--- config.mk ---
export PLATFORM = sky130hd
export DESIGN_NAME = matrix_row_streamer
export DESIGN_NICKNAME = d
export VERILOG_FILES = /design/src/rtl/matrix_row_streamer.sv
export SDC_FILE = /design/constraint.sdc
export NUM_CORES = 2
export LEC_CHECK = 0
export CORE_MARGIN = 5
export CORE_UTILIZATION = 35
export DETAILED_ROUTE_END_ITERATION = 16
export PLACE_DENSITY = 0.52
export SYNTH_ARGS = -nofsm -noshare
export SYNTH_HDL_FRONTEND = slang
export SYNTH_SLANG_ARGS = --single-unit
--- constraint.sdc ---
create_clock -name clk -period 3.4 [get_ports clk]
set_input_delay 0.51 -clock clk [delete_from_list [all_inputs] [get_ports clk]]
set_output_delay 0.51 -clock clk [all_outputs]
set_load 0.1 [all_outputs]
--- src/rtl/matrix_row_streamer.sv ---
// ============================================================================
// matrix_row_streamer: holds an N x N matrix written by a compute engine and
// streams it one row per accepted handshake. Rev 1.0
// ============================================================================
`default_nettype none

module matrix_row_streamer #(
  parameter int N = 8,
  parameter int W = 32
) (
  input  logic             clk,
  input  logic             reset,
  input  logic             wr_en,
  input  logic [4:0]       wr_row,
  input  logic [4:0]       wr_col,
  input  logic [W-1:0]     wr_data,
  input  logic             start,
  output logic [N*W-1:0]   row_data,
  output logic [4:0]       row_index,
  output logic             row_valid,
  input  logic             row_ready,
  output logic             row_last,
  output logic             busy,
  output logic             done
);

  localparam int         IW     = (N > 1) ? $clog2(N) : 1;
  localparam logic [5:0] c_N6   = 6'(N);
  localparam logic [4:0] c_LAST = 5'(N - 1);

  typedef enum logic {
    S_IDLE   = 1'b0,
    S_STREAM = 1'b1
  } state_t;

  state_t         r_state;
  logic [4:0]     r_row_index;
  logic           r_row_valid;
  logic           r_row_last;
  logic           r_busy;
  logic           r_done;
  logic [W-1:0]   r_mem [N][N];

  logic           w_wr_hit;
  logic [IW-1:0]  w_wr_r;
  logic [IW-1:0]  w_wr_c;
  logic [IW-1:0]  w_rd_r;
  logic           w_accept;

  // Out-of-range coordinates are dropped so they can never alias a real cell.
  assign w_wr_hit = wr_en && ({1'b0, wr_row} < c_N6) && ({1'b0, wr_col} < c_N6);
  assign w_wr_r   = wr_row[IW-1:0];
  assign w_wr_c   = wr_col[IW-1:0];
  assign w_rd_r   = r_row_index[IW-1:0];
  assign w_accept = r_row_valid && row_ready;

  always_ff @(posedge clk) begin
    if (reset) begin
      r_state     <= S_IDLE;
      r_row_index <= 5'd0;
      r_row_valid <= 1'b0;
      r_row_last  <= 1'b0;
      r_busy      <= 1'b0;
      r_done      <= 1'b0;
      for (int r = 0; r < N; r++) begin
        for (int c = 0; c < N; c++) begin
          r_mem[r][c] <= '0;
        end
      end
    end else begin
      r_done <= 1'b0;
      case (r_state)
        S_IDLE: begin
          // A write coincident with start lands before the first row is shown.
          if (w_wr_hit) begin
            r_mem[w_wr_r][w_wr_c] <= wr_data;
          end
          if (start) begin
            r_state     <= S_STREAM;
            r_row_index <= 5'd0;
            r_row_valid <= 1'b1;
            r_row_last  <= 1'b0;
            r_busy      <= 1'b1;
          end
        end
        S_STREAM: begin
          if (w_accept) begin
            if (r_row_index == c_LAST) begin
              r_state     <= S_IDLE;
              r_row_index <= 5'd0;
              r_row_valid <= 1'b0;
              r_row_last  <= 1'b0;
              r_busy      <= 1'b0;
              r_done      <= 1'b1;
            end else begin
              r_row_index <= r_row_index + 5'd1;
              r_row_last  <= ((r_row_index + 5'd1) == c_LAST);
            end
          end
        end
        default: begin
          r_state     <= S_IDLE;
          r_row_index <= 5'd0;
          r_row_valid <= 1'b0;
          r_row_last  <= 1'b0;
          r_busy      <= 1'b0;
        end
      endcase
    end
  end

  // Column 0 occupies the most significant slice of the row bus.
  for (genvar c = 0; c < N; c++) begin : g_col
    assign row_data[N*W-1-W*c -: W] = r_mem[w_rd_r][c];
  end

  assign row_index = r_row_index;
  assign row_valid = r_row_valid;
  assign row_last  = r_row_last;
  assign busy      = r_busy;
  assign done      = r_done;

endmodule

`default_nettype wire

### After elaboration in Yosys (flattened, before gate mapping)

Memory sizes are Yosys's and may differ from the RTL's. A register that Yosys moved wholly into a read port is not among the register bits.
Cells that the tools add are included.
Widths: inputs -> output; s select.

* $add $sub $neg: 1
* magnitude comparators: 4
* equality and inequality tests: 5
* multiplexer cells: 30
* bitwise logic cells: 3
* reductions and logical operators: 8

Operators with widths (count)
* $mux 256: 3
* $reduce_or 256->1: 1
* $demux 32 s3: 1
* $mux 32: 1
* $mux 1: 15
* $mux 5: 3
* $eq 5x3->1 const B: 2
* $lt 5x4->1 const B: 2
* $pmux 5 s2: 1
* $mux 3: 3
* $pmux 1 s2: 3
* $add 5x1->5 const B: 1
* $ge 4x4->1 const B: 1
* $logic_and 1x1->1: 4
* $lt 4x1->1 const B: 1
* $ne 2x1->1 const B: 2
* $not 3->4: 1
* $reduce_and 3->1: 1
* $reduce_or 3->1: 1
* $ne 2x2->1 const B: 1
* $not 1->1: 2
* $reduce_and 2->1: 1

* register bits after elaboration: 9
* RAM bits: 2048
* bits of input ports: 47
* word-level logic and storage cells: 57
* memories kept: 1

Memory list
* r_mem: words 8, width 256, read ports 1, clocked after Yosys merged registers in 1, wr ports 8, line 42 `logic [W-1:0] r_mem [N][N];`

### Depth between registers and ports, before layout

* depth after elaboration: 9
* mapped depth: 7
* depth with buffers taken out: 5

### Worst setup path after synthesis

OpenSTA, ideal clock, no wires.

* kind: input -> register
* from: input port wr_col[3]
* to: memory r_mem[3][32] in the netlist's numbering (enable)
* arrival: 3.087 ns
* slack: -0.115 ns
* stages: 4
* path buffers: 1
* cell sequence: or4b_4 or3_1 buf_2 o21bai_1

RTL lines
* start: declaration: line 15 `input logic [4:0] wr_col,`
* end: declaration: line 42

==> impl_metrics.json <==
{
  "synth.most_common_cell": "edfxtp_1",
  "setup_viol": 172,
  "tightest_slew_ns": 1.08,
  "wl_um": 301000,
  "clk_pin_slew_ns": 0.06,
  "finClkSkew_ns": 0.0285,
  "r2r_setup_slack_ns": 1.01,
  "grt_max_degree": 76,
  "max_freq_ghz": 0.284,
  "drt_iter0_markers": 6002,
  "end_kind": "primary output",
  "yosys-top-cells-area": "edfxtp_1 (69%), mux4_2 (13%), nor2_1 (8.3%)",
  "maxSlewHeadroom": 0.274,
  "drt_first_pass_iters": 7,
  "hold_path.class": "input port to flop",
  "crit_fanout": 6,
  "reg2reg_depth": 5,
  "grt_pass1_wl_um": 419000,
  "start_util": 0.351,
  "crit_path_end": "row_data[111]",
  "nets": 6198,
  "min_period_over_period": 1.04,
  "cp-start-kind": "flop",
  "fin_ws_ns": -0.123,
  "drcViolationCount": 0,
  "yosysSeqAreaShare": 0.691,
  "syn-cell-area_um2": 89300,
  "status": "finished, violations left",
  "synth_warnings": 0,
  "die_w_um": 515,
  "fp.coreArea_um2": 254000,
  "worst_ep_required_time_ns": 2.89,
  "grt_pass1_vias": 53000,
  "dp_cells": 9193,
  "synth_ff_type": "edfxtp_1",
  "synthCells": 5741,
  "p_per_area_nw_per_um2": 509,
  "synth_nets": 5790,
  "die_area_um2": 265000,
  "numPortBuffers": 311,
  "rsz0062_at_grt": "yes",
  "area_growth_pct": 25.0,
  "peakVddDrop_mv": 0.542,
  "drtAntennaViolNets": 0,
  "grt_usage": 0.222,
  "p_leak_nw": 36.2,
  "drt-wirelength-per-cell_um": 31.0,
  "yosys-top-cells-count": "edfxtp_1 (2048), nor2_1 (1979), mux4_2 (512), mux2_2 (256), clkbuf_1 (220)",
  "drv_cap": 0,
  "synth_area_leader_cell": "edfxtp_1",
  "cts_tree": "yes",
  "clk_path_buf_depth": 3,
  "rr_endpoint": "r_mem[5][23]",
  "r2r-start": "r_state",
  "worstSetupPathType": "flop to primary output",
  "layout_min_cycle_time_ns": 3.52,
  "io_pins": 312,
  "failed_checks": "negative setup slack",
  "cts_sinks": 2060,
  "clock_latency_ns": 0.89,
  "final_core_util": 0.439,
  "arrival_ns": 3.01,
  "die_h_um": 515,
  "cts_buffers": 213,
  "hold_viol": 0,
  "synth_edf_count": 2048,
  "routed_via_density": 5.51,
  "antenna_found_initial": 18,
  "gp_congestion": 0.869,
  "overflow": 0,
  "rows": 185,
  "drv_slew": 0,
  "dp_hpwl_um": 188000,
  "syn_area_per_cell_um2": 15.6,
  "drive_gt1_frac": 0.300,
  "final-instance-count-excl-fill": 9704,
  "ys_types": 45,
  "synth_async_sr_flop_share": 0,
  "root_buffer": "clkbuf_16",
  "vias": 53500,
  "synth-seq-cells": 2060,
  "htree_levels": 4,
  "synth_top_area_share": 0.689
}
[per-layer routing]
| metal | vias up | share of wire | global-route usage |
|---|---|---|---|
| li1 | 22100 | - | - |
| met1 | 28400 | 0.41 | 0.314 |
| met2 | 2529 | 0.47 | 0.350 |
| met3 | 380 | 0.080 | 0.0359 |
| met4 | 2 | 0.037 | 0.0784 |
| met5 | - | 0.00038 | 0.00347 |
[where the power goes]
part / internal [mW] / switching, mW / leakage [nW] / total, mW
Combinational: 1.59 / 2.81 / 11.4 / 4.40
Clock: 13.3 / 10.2 / 3.40 / 23.5
Sequential: 28.6 / 0.275 / 21.4 / 28.9
Total: 43.6 / 13.3 / 36.2 / 56.8
[worst min-delay path by stage]
stage                 startpoint      endpoint  slack, ns  depth (start not counted)
finish                     start       r_state       0.25                          3
global route               start       r_state       0.26                          3
CTS                        start       r_state       0.19                          3
detailed placement  row_index[4]  row_index[4]       0.55                          1
global placement            busy          busy       0.52                          2
floorplan                r_state       r_state       0.63                          3
[critical path: stages (launching register included)]
cell and delay [ns]:
dfxtp_4 0.40, buf_6 0.19, buf_16 0.19, bufbuf_16 0.29
mux4_2 0.54, mux2_2 0.33, buf_12 0.17
[cell families (layout without fill, tap and decap cells)]
family                     after synthesis  count (layout)  share of synthesized area
buffers and inverters                  543            1133                     0.0307
muxes                                  768             768                      0.161
other                                    0               7                          0
adders and majority gates                2               2                   0.000280
AOI/OAI and AO/OA                       75              75                    0.00628
DFF                                   2060            2060                      0.691
xor gates and xnor gates                 2               2                   0.000196
and+or+nand+nor                       2291            2291                      0.110
[what timing repair did]
item | CTS | global route
buffers inserted | 65 | 7
resized for setup | 362 | 41
hold buffers | 0 | 0
setup endpoints to repair | 256 | 256
gates cloned | 50 | 6
[final cells by class]
cell class	instances	area, µm²
diodes	7	17.5
inverters	2	7.51
multi-input cells	3138	26400
well taps	3366	4210
flip-flops and latches	2060	61800
repair buffers	734	12200
clock inverters	140	1440
clock buffers	257	5520
fillers	22200	143000
[layout by cell type, fill, tap and decap left out, types with 4 or more instances in the layout]
| cell | synthesis | final |
|---|---|---|
| nand4_1 | 41 | 41 |
| nor3_1 | 80 | 80 |
| clkinv_1 | 0 | 61 |
| inv_16 | 0 | 6 |
| nand2b_1 | 7 | 7 |
| and3_1 | 7 | 7 |
| a21o_1 | 12 | 12 |
| clkdlybuf4s50_1 | 0 | 53 |
| mux2_4 | 0 | 219 |
| nor2b_1 | 6 | 4 |
| mux4_2 | 512 | 512 |
| nand3_1 | 35 | 25 |
| diode_2 | 0 | 7 |
| buf_16 | 0 | 46 |
| a21oi_1 | 4 | 4 |
| o21bai_4 | 0 | 50 |
| nand3_2 | 31 | 24 |
| clkbuf_16 | 0 | 220 |
| dfxtp_1 | 12 | 9 |
| buf_6 | 57 | 22 |
| clkinv_2 | 0 | 40 |
| clkbuf_1 | 220 | 43 |
| nand2_1 | 43 | 39 |
| edfxtp_1 | 2048 | 2048 |
| bufinv_16 | 0 | 23 |
| buf_8 | 0 | 11 |
| buf_4 | 12 | 170 |
| nand3_4 | 42 | 59 |
| mux2_2 | 256 | 37 |
| clkinv_16 | 0 | 5 |
| bufbuf_16 | 0 | 4 |
| nor2_1 | 1979 | 1979 |
| buf_12 | 0 | 422 |
[registers in the layout (all words and copies together) (netlist names), named ones only]
name       count
r_state        1
row_last       1
row_index      5
r_mem       2048
done           1
busy           1
[stage by stage]
stage	hold WS (ns)	TNS, ns	instance area, µm²	setup WS [ns]	power (mW)
finish	0.254	-8.12	112000	-0.123	56.8
global route	0.260	-24.05	112000	-0.189	58.4
CTS	0.193	-30.53	112000	-0.224	57.2
detailed placement	0.553	0	101000	0.0619	33.6
global placement	0.519	0	101000	0.0345	33.5
floorplan	0.634	-42.82	89300	-0.115	31.6
(Power assumes the default switching activity.)
